==> config.mk <==
export PLATFORM = sky130hd
export DESIGN_NAME = ecc_mem_scrub
export DESIGN_NICKNAME = d
export VERILOG_FILES = /design/src/rtl/ecc_mem_scrub.sv
export SDC_FILE = /design/constraint.sdc
export NUM_CORES = 1
export LEC_CHECK = 0
export ABC_CLOCK_PERIOD_IN_PS = 6720
export BUFFER_PORTS_ARGS = -buffer_cell sky130_fd_sc_hd__buf_2
export CORE_ASPECT_RATIO = 1.1
export CORE_MARGIN = 10
export CORE_UTILIZATION = 57
export DETAILED_ROUTE_END_ITERATION = 8
export GPL_TIMING_DRIVEN = 0
export HOLD_SLACK_MARGIN = 0.02
export MAX_ROUTING_LAYER = met4
export PLACE_DENSITY = 0.77
export SETUP_SLACK_MARGIN = 0.4
export SYNTH_ARGS = -nofsm -noshare
export SYNTH_HDL_FRONTEND = slang
export SYNTH_SLANG_ARGS = --single-unit
==> constraint.sdc <==
create_clock -name clk -period 6.72 [get_ports clk]
set_input_delay 1.008 -clock clk [delete_from_list [all_inputs] [get_ports clk]]
set_output_delay 1.008 -clock clk [all_outputs]
set_load 0.005 [all_outputs]
==> src/rtl/ecc_mem_scrub.sv <==
// ecc_mem_scrub: single-port SEC-DED protected memory with a background scrubber.
//   Writes store encode(data_in) ^ inj_mask. Reads decode/correct into registered outputs
//   one cycle later. An optional scrubber walks the array during idle periods and writes
//   back corrected codewords. Saturating counters track corrected and detected errors.
// Ports:
//   clk, rst                 clock, synchronous active-high reset
//   wr_en, rd_en, addr       user access request and address
//   data_in, inj_mask        write data and codeword fault-injection mask
//   data_out, rd_valid       registered read data and its 1-cycle valid pulse
//   sec_err, ded_err         per-read corrected / uncorrectable error flags
//   sec_count, ded_count     saturating error counts (user reads + scrub)
//   scrub_busy               scrubber is mid-step
// Codeword layout: bit 0 is overall parity, bit i (i >= 1) is Hamming position i, so a
// non-zero syndrome is directly the index of the bit to flip.
module ecc_mem_scrub #(
  parameter int unsigned DATA_W         = 12,
  parameter int unsigned DEPTH          = 16,
  parameter int unsigned ADDR_W         = 4,
  parameter int unsigned SCRUB_EN       = 1,
  parameter int unsigned SCRUB_INTERVAL = 256,
  localparam int unsigned P             = $clog2(DATA_W + $clog2(DATA_W) + 1),
  localparam int unsigned CW            = DATA_W + P + 1
) (
  input  logic              clk,
  input  logic              rst,
  input  logic              wr_en,
  input  logic              rd_en,
  input  logic [ADDR_W-1:0] addr,
  input  logic [DATA_W-1:0] data_in,
  input  logic [CW-1:0]     inj_mask,
  output logic [DATA_W-1:0] data_out,
  output logic              rd_valid,
  output logic              sec_err,
  output logic              ded_err,
  output logic [15:0]       sec_count,
  output logic [15:0]       ded_count,
  output logic              scrub_busy
);

  localparam int unsigned IW = (SCRUB_INTERVAL > 2) ? $clog2(SCRUB_INTERVAL) : 1;

  typedef enum logic [1:0] {StIdle, StRd, StChk, StWb} scrub_st_e;

  function automatic logic [CW-1:0] encode(input logic [DATA_W-1:0] d);
    logic [CW-1:0] cw;
    logic          par;
    int unsigned   j;
    cw = '0;
    j  = 0;
    for (int unsigned i = 1; i < CW; i++) begin
      if ((i & (i - 1)) != 0) begin
        cw[i] = d[j];
        j++;
      end
    end
    for (int unsigned k = 0; k < P; k++) begin
      par = 1'b0;
      for (int unsigned i = 1; i < CW; i++) begin
        if (((i >> k) & 1) != 0 && (i & (i - 1)) != 0) par ^= cw[i];
      end
      cw[1 << k] = par;
    end
    cw[0] = ^cw[CW-1:1];
    return cw;
  endfunction

  // Returns {ded, sec, corrected codeword}.
  function automatic logic [CW+1:0] fix(input logic [CW-1:0] cw);
    logic [P-1:0]  s;
    logic [CW-1:0] fixed;
    logic          sec;
    logic          ded;
    s     = '0;
    fixed = cw;
    sec   = 1'b0;
    ded   = 1'b0;
    for (int unsigned i = 1; i < CW; i++) begin
      if (cw[i]) s ^= P'(i);
    end
    if (^cw) begin
      // A syndrome pointing past the word can only come from three or more flips.
      if (32'(s) < CW) begin
        fixed[s] = ~cw[s];
        sec      = 1'b1;
      end else begin
        ded = 1'b1;
      end
    end else if (s != '0) begin
      ded = 1'b1;
    end
    return {ded, sec, fixed};
  endfunction

  function automatic logic [DATA_W-1:0] extract(input logic [CW-1:0] cw);
    logic [DATA_W-1:0] d;
    int unsigned       j;
    d = '0;
    j = 0;
    for (int unsigned i = 1; i < CW; i++) begin
      if ((i & (i - 1)) != 0) begin
        d[j] = cw[i];
        j++;
      end
    end
    return d;
  endfunction

  logic [CW-1:0]     mem [DEPTH];
  scrub_st_e         state_q, state_d;
  logic [IW-1:0]     cnt_q, cnt_d;
  logic [ADDR_W-1:0] ptr_q, ptr_d;
  logic [CW-1:0]     scrub_cw_q, scrub_cw_d;
  logic              hit_q, hit_d;
  logic              scrub_wr, scrub_sec, scrub_ded;
  logic              idle, wr_hit;
  logic [CW+1:0]     user_fix, scrub_fix;
  logic [1:0]        sec_inc, ded_inc;
  logic [16:0]       sec_sum, ded_sum;

  assign idle      = !wr_en && !rd_en;
  assign wr_hit    = wr_en && (addr == ptr_q);
  assign user_fix  = fix(mem[addr]);
  assign scrub_fix = fix(scrub_cw_q);

  always_comb begin
    state_d    = state_q;
    cnt_d      = cnt_q;
    ptr_d      = ptr_q;
    hit_d      = hit_q;
    scrub_cw_d = scrub_cw_q;
    scrub_wr   = 1'b0;
    scrub_sec  = 1'b0;
    scrub_ded  = 1'b0;
    unique case (state_q)
      StIdle: begin
        if (idle) begin
          if (cnt_q == IW'(SCRUB_INTERVAL - 1)) begin
            state_d = StRd;
            cnt_d   = '0;
          end else begin
            cnt_d = cnt_q + 1'b1;
          end
        end
      end
      StRd: begin
        // User traffic always wins the single port.
        if (idle) begin
          scrub_cw_d = mem[ptr_q];
          hit_d      = 1'b0;
          state_d    = StChk;
        end
      end
      StChk: begin
        hit_d     = wr_hit;
        scrub_sec = scrub_fix[CW];
        scrub_ded = scrub_fix[CW+1];
        if (scrub_fix[CW]) begin
          scrub_cw_d = scrub_fix[CW-1:0];
          state_d    = StWb;
        end else begin
          state_d = StIdle;
          ptr_d   = ptr_q + 1'b1;
          cnt_d   = '0;
        end
      end
      StWb: begin
        // A user write to ptr since the read makes the corrected copy stale.
        if (hit_q || idle) begin
          scrub_wr = !hit_q;
          state_d  = StIdle;
          ptr_d    = ptr_q + 1'b1;
          cnt_d    = '0;
        end else begin
          hit_d = wr_hit;
        end
      end
      default: state_d = StIdle;
    endcase
    if (SCRUB_EN == 0) begin
      state_d   = StIdle;
      cnt_d     = '0;
      scrub_wr  = 1'b0;
      scrub_sec = 1'b0;
      scrub_ded = 1'b0;
    end
  end

  assign sec_inc = {1'b0, rd_en & user_fix[CW]} + {1'b0, scrub_sec};
  assign ded_inc = {1'b0, rd_en & user_fix[CW+1]} + {1'b0, scrub_ded};
  assign sec_sum = {1'b0, sec_count} + 17'(sec_inc);
  assign ded_sum = {1'b0, ded_count} + 17'(ded_inc);

  always_ff @(posedge clk) begin
    if (rst) begin
      for (int i = 0; i < int'(DEPTH); i++) mem[i] <= '0;
      state_q    <= StIdle;
      cnt_q      <= '0;
      ptr_q      <= '0;
      hit_q      <= 1'b0;
      scrub_cw_q <= '0;
      data_out   <= '0;
      rd_valid   <= 1'b0;
      sec_err    <= 1'b0;
      ded_err    <= 1'b0;
      sec_count  <= '0;
      ded_count  <= '0;
    end else begin
      if (wr_en) begin
        mem[addr] <= encode(data_in) ^ inj_mask;
      end else if (scrub_wr) begin
        mem[ptr_q] <= scrub_cw_q;
      end
      state_q    <= state_d;
      cnt_q      <= cnt_d;
      ptr_q      <= ptr_d;
      hit_q      <= hit_d;
      scrub_cw_q <= scrub_cw_d;
      rd_valid   <= rd_en;
      sec_err    <= rd_en & user_fix[CW];
      ded_err    <= rd_en & user_fix[CW+1];
      if (rd_en) data_out <= extract(user_fix[CW-1:0]);
      sec_count  <= sec_sum[16] ? 16'hFFFF : sec_sum[15:0];
      ded_count  <= ded_sum[16] ? 16'hFFFF : ded_sum[15:0];
    end
  end

  assign scrub_busy = (state_q != StIdle);

endmodule
==> results of run 1 <==
[cells in the mapped netlist (3+ instances only)]
library cell	instances	area share [%]
a211oi_1	30	1.1
a21o_1	8	0.29
a21oi_1	62	1.5
a22oi_1	35	1.3
a311oi_1	7	0.29
and2_1	26	0.77
and3_1	12	0.36
and4_1	4	0.17
buf_1	9	0.16
buf_2	6	0.14
buf_4	8	0.29
buf_6	9	0.48
clkbuf_1	80	1.4
dfxtp_1	84	8.0
edfxtp_1	288	41
ha_1	8	0.48
inv_1	18	0.32
mux2i_1	34	1.6
mux4_2	170	18
nand2_1	81	1.4
nand2b_1	27	0.80
nand3_1	25	0.60
nand4_1	8	0.24
nor2_1	409	7.3
nor2b_1	16	0.48
nor3_1	12	0.29
nor3b_1	3	0.11
nor4_1	5	0.15
o21ai_0	30	0.71
o21ai_1	3	0.071
o21bai_1	7	0.25
o31ai_1	6	0.21
o41ai_1	4	0.17
or2_2	6	0.18
or3_1	3	0.089
xnor2_1	88	3.7
xnor2_2	4	0.31
xnor3_1	4	0.43
xor2_1	60	2.5
[metal layers]
metal / up-vias / part of all wire (%)
met2: 1252 / 47
met4: 0 / 8.1
li1: 6751 / -
met3: 331 / 12
met1: 7931 / 32
met5: - / 0
[worst reg2reg max path, delay by kind of cell (launching register included)]
family | cells | cell delay, ns
AOI/OAI and AO/OA | 3 | 0.71
buffers and inverters | 2 | 0.38
xor gates and xnor gates | 3 | 0.96
DFF | 1 | 0.39
adders and majority gates | 1 | 0.47
muxes | 1 | 0.48
and+or+nand+nor | 12 | 2.04
[registers in the layout (all words and copies together) (netlist names), 2 cells and up, named ones only]
register,count
ded_count,16
scrub_cw_q,18
mem,288
sec_count,16
ptr_q,4
state_q,2
cnt_q,8
data_out,12
[power breakdown]
part | switching, uW | leakage (uW) | internal, uW | total [uW]
logic | 1580 | 0.00419 | 953 | 2530
registers | 139 | 0.00343 | 2640 | 2780
clock network | 929 | 0.000632 | 1320 | 2250
[through the flow]
step | power (uW) | cells | area [um2] | setup WS (ns)
finish | 7570 | 2396 | 23800 | 0.554
floorplan | 4510 | 1743 | 21000 | 0.404
CTS | 7450 | 2392 | 23700 | 0.415
global route | 7860 | 2395 | 23800 | 0.364
detailed placement | 5150 | 2314 | 22000 | -1.14
global placement | 5110 | 2314 | 22000 | -0.996
[what timing repair did]
action	4_1_cts	5_1_grt
endpoints found under the setup margin	26	25
resized for setup	54	22
hold buffers	0	0
setup buffers	8	3
pin swaps	8	4
[worst max-delay path by stage]
| stage | cells after the start | startpoint | end |
|---|---|---|---|
| 3_3_place_gp | 25 | addr[2] | ded_count[3] |
| 4_1_cts | 27 | addr[0] | ded_count[10] |
| 6_report | 26 | addr[2] | ded_count[10] |
| 3_5_place_dp | 25 | addr[2] | ded_count[10] |
| 5_1_grt | 28 | addr[2] | ded_count[5] |
| 2_1_floorplan | 27 | addr[0] | ded_count[10] |
[cell families after synthesis]
family,count (synthesis),share of synthesized area (%)
AND/OR/NAND/NOR,646,13.4
flip-flops,372,49.2
AO/OA/AOI/OAI,220,7.03
multiplexers,206,19.9
XOR/XNOR,157,6.98
buffers and inverters,132,2.86
adder cells (fa/ha/maj),10,0.667
[cell type report]
| cell class | instances | area (um2) | area share [%] |
|---|---|---|---|
| flip-flops and latches | 372 | 10300 | 43.4 |
| multi-input cells | 1239 | 10300 | 43.4 |
| clock buffers | 53 | 1080 | 4.54 |
| plain buffers | 112 | 633 | 2.66 |
| well taps | 487 | 609 | 2.56 |
| repair buffers | 95 | 528 | 2.22 |
| clock inverters | 17 | 215 | 0.904 |
| inverters | 20 | 75.1 | 0.315 |
| diodes | 1 | 2.50 | 0.0105 |
==> impl_metrics.toml, run 1 <==
[status]
status = "complete, no violations"

[place]
dp_hpwl_um = 47400
port_buffers = 84
gp_congestion = 1.02

[global_routing]
grt_max_degree = 19
met1_usage_pct = 34.1
grt_pass1_vias = 16145
grt_overflow = 0
use_met2_pct = 46.9
grt-busiest-layer = "met2"
grtUsageTotal_pct = 30.6
grt_util_met3_pct = 8.91
grt_pass1_wl_um = 100000
antenna_found_initial = 0

[setup_path]
path_class = "primary input to register"
critPathLaunchType = "primary input"
critPathMaxStageDelay_ns = 0.55
r2r_setup_slack_ns = 1.21
cp_data_required_time_ns = 7.21
setup.worst_path.end_class = "register"
critPathTopFamily = "simple AND/OR/NAND/NOR gates"
path_common_cell = "buf_4"
cp_max_fo = 10
crit_arrival_ns = 6.66
worstReg2RegEnd = "ded_count[10]"
path_buf_inv = 5
cp_slowest_cell = "mux4_2"
r2r_start = "mem[5][3]"
worstRegToRegCells = 22

[route]
wl_per_cell_um = 28.4
first_pass_iters = 6
viasPerCell = 6.79
routed_wl_um = 68000
via_count = 16265
drc_errors = 0
first_iter_violations = 2189
ant_nets = 0

[clock_tree]
cts.sinks = 372
clockBufferDepth = 3
numCtsBuffers = 40
cts.htree.levels = 2
root_buffer = "clkbuf_16"
cts_tree = "built"
clkTransAtPathRegs_ns = 0.06
clk_latency_ns = 0.57

[finish]
layout_common_cells = "nor2_1, edfxtp_1, mux4_2, clkbuf_1, buf_2"
final_core_util_pct = 65.6
layout-drive-gt1-share_pct = 20.8
final_common_cell = "nor2_1"
area_growth_pct = 13.3
fin_nets = 1928
n_fill_cell = 2723

[floorplanning]
initial_core_util_pct = 58.0
io_pins = 86
die-height_um = 221
fp.dieW_um = 203
core_area_um2 = 36300
rows = 73
die_area_um2 = 45000

[synthesis]
synth_edf_count = 288
yosysWarnings = 0
yosysUniqueCellTypes = 70
synth_async_sr_flop_share_pct = 0
syn_inst = 1743
synth-seq-cells = 372
synth_area_um2 = 21000
avgSynthCellArea_um2 = 12.1
synthFlopType = "edfxtp_1"
synth.net_count = 1791
yosysSeqAreaShare_pct = 49.2

[timing]
fin_worst_skew_ns = 0.0167
hold_viol_final = 0
fin_crit_ns = 6.17
setup_violations = 0
tightest_slew_ns = 1.40
slew_headroom_pct = 6.45
setup_tns_ns = 0
rsz0062_at_grt = "no"
drv_slew = 0
max_freq_mhz = 162
hold-worst-slack_ns = 0.463
finalCritPeriodShare_pct = 91.7

[hold_path]
whs_endpoint = "hit_q"
hold_depth = 2
holdCritPathClass = "register to register"
min_from = "hit_q"

[power_and_ir_drop]
p_leak_uw = 0.00825
power_per_cell_area_nw_per_um2 = 318
vdd_drop_max_mv = 0.285

[flow_run]
max_cap_violations = 0
Note: power is estimated with default switching activity, not from simulation.
==> inputs of run 2 (changes only) <==
- CORE_MARGIN: 10 -> 4
==> run 2 against run 1 <==
  * Utilization grew 0.11 points
  * Maximum frequency grew 0.18%
  * Hold slack lost 0.0020 ns
  * Via count shrank 0.56%
  * Die area shrank 11%
  * Critical endpoint is now ded_count[9]
==> impl_metrics.toml, run 2 (synthesis gave the netlist of run 1 again) <==
[status]
status = "complete, no violations"

[setup_path]
path_buf_inv = 6
critPathMaxStageDelay_ns = 0.52
path_class = "primary input to register"
cp_data_required_time_ns = 7.22
setup.worst_path.end_class = "register"
critPathLaunchType = "primary input"
cp_max_fo = 10
crit_arrival_ns = 6.65
cp_slowest_cell = "xnor3_2"
critPathTopFamily = "simple AND/OR/NAND/NOR gates"

[global_routing]
grt_pass1_wl_um = 97200
grt_overflow = 0
grt_pass1_vias = 15886
antenna_found_initial = 0
grtUsageTotal_pct = 34.0
grt_max_degree = 19

[floorplanning]
die-height_um = 209
die_area_um2 = 40000
fp.dieW_um = 191
core_area_um2 = 36300
initial_core_util_pct = 58.0
rows = 73
io_pins = 86

[timing]
tightest_slew_ns = 1.40
max_freq_mhz = 162
setup_violations = 0
fin_crit_ns = 6.15
slew_headroom_pct = 6.53
drv_slew = 0
layout_setup_ws_ns = 0.566
finalCritPeriodShare_pct = 91.6
hold_viol_final = 0
fin_worst_skew_ns = 0.0227
rsz0062_at_grt = "no"

[finish]
area_growth_pct = 13.5
reg_top3 = "mem x288, scrub_cw_q x18"
layout-drive-gt1-share_pct = 21.7
fin_nets = 1934
diodes = 0
largest_register = "mem"
n_fill_cell = 2704
final_core_util_pct = 65.8
final_common_cell = "nor2_1"
layout_common_cells = "nor2_1, edfxtp_1, mux4_2, buf_2, dfxtp_1"
largest_register_ffs = 288

[clock_tree]
cts_tree = "built"
cts.sinks = 372
clk_latency_ns = 0.58
clockBufferDepth = 3
ctsHoldBuffers = 0
numCtsBuffers = 39
clkTransAtPathRegs_ns = 0.06
cts.htree.levels = 2
root_buffer = "clkbuf_16"

[place]
port_buffers = 84
gp_congestion = 1.05
dp_hpwl_um = 46500
preCtsSetupSlack_ns = -1.15

[route]
ant_nets = 0
first_pass_iters = 8
via_count = 16174
routed_wl_um = 66200
drc_errors = 0
wl_per_cell_um = 27.6
first_iter_violations = 2393
viasPerCell = 6.73

[power_and_ir_drop]
vdd_drop_max_mv = 0.286
power_per_cell_area_nw_per_um2 = 316
p_leak_uw = 0.00830

[hold_path]
holdCritPathClass = "register to register"

[flow_run]
max_cap_violations = 0
run 2: changes by cell type in the layout (fill, tap and decap cells not counted), moves of 3 or more:
cell | before | now
clkinv_2 | 4 | 10
clkbuf_1 | 90 | 83
clkinv_1 | 6 | 3
clkbuf_2 | 0 | 3
buf_4 | 14 | 20
run 2: what timing repair did:
action / in CTS / in global routing
pin swaps: 9 / 7
resized for setup: 54 / 25
setup endpoints to repair: 26 / 25
setup buffers: 7 / 11
run 2: metrics by stage:
| stage | TNS (ns) | area, um2 | total power [uW] | instances | hold slack [ns] |
|---|---|---|---|---|---|
| floorplan | 0 | 21000 | 4510 | 1743 | 0.437 |
| global placement | -15.39 | 22000 | 5090 | 2314 | 0.450 |
| detailed placement | -18.81 | 22000 | 5140 | 2314 | 0.452 |
| CTS | 0 | 23600 | 7410 | 2391 | 0.465 |
| global route | 0 | 23800 | 7810 | 2402 | 0.508 |
| finish | 0 | 23800 | 7530 | 2402 | 0.461 |
run 2: area by class of cell:
cell class	count	area (um2)	share of cell area [%]
repair buffers	102	581	2.43
well taps	487	609	2.56
clock buffers	47	1060	4.44
inverters	20	75.1	0.315
plain buffers	112	644	2.70
clock inverters	23	239	1.00
multi-input cells	1239	10300	43.2
flip-flops and latches	372	10300	43.3
run 2: metal layers:
metal,part of all wire (%),up-vias,global-route usage [%]
li1,-,6761,-
met1,33,7801,40.0
met2,46,1251,51.8
met3,13,361,9.07
met4,8.7,0,22.2
met5,0,-,-
run 2: final timing paths:
check,startpoint,endpoint,slack (ns),cells after the start
setup / recovery,addr[1],ded_count[9],0.57,26
hold / removal,hit_q,hit_q,0.46,2
setup reg to reg,mem[2][7],ded_count[9],1.13,22
hold reg to reg,hit_q,hit_q,0.46,2
run 2: report_power, final:
part	leakage, uW	internal (uW)	switching, uW
Sequential	0.00343	2640	135
Combinational	0.00423	961	1560
Clock	0.000642	1290	943
run 2: worst min-delay path, delay by kind of cell, from the launching register on:
family          cells  cell delay (ns)
flops               1             0.31
simple gates        1             0.05
compound gates      1             0.05
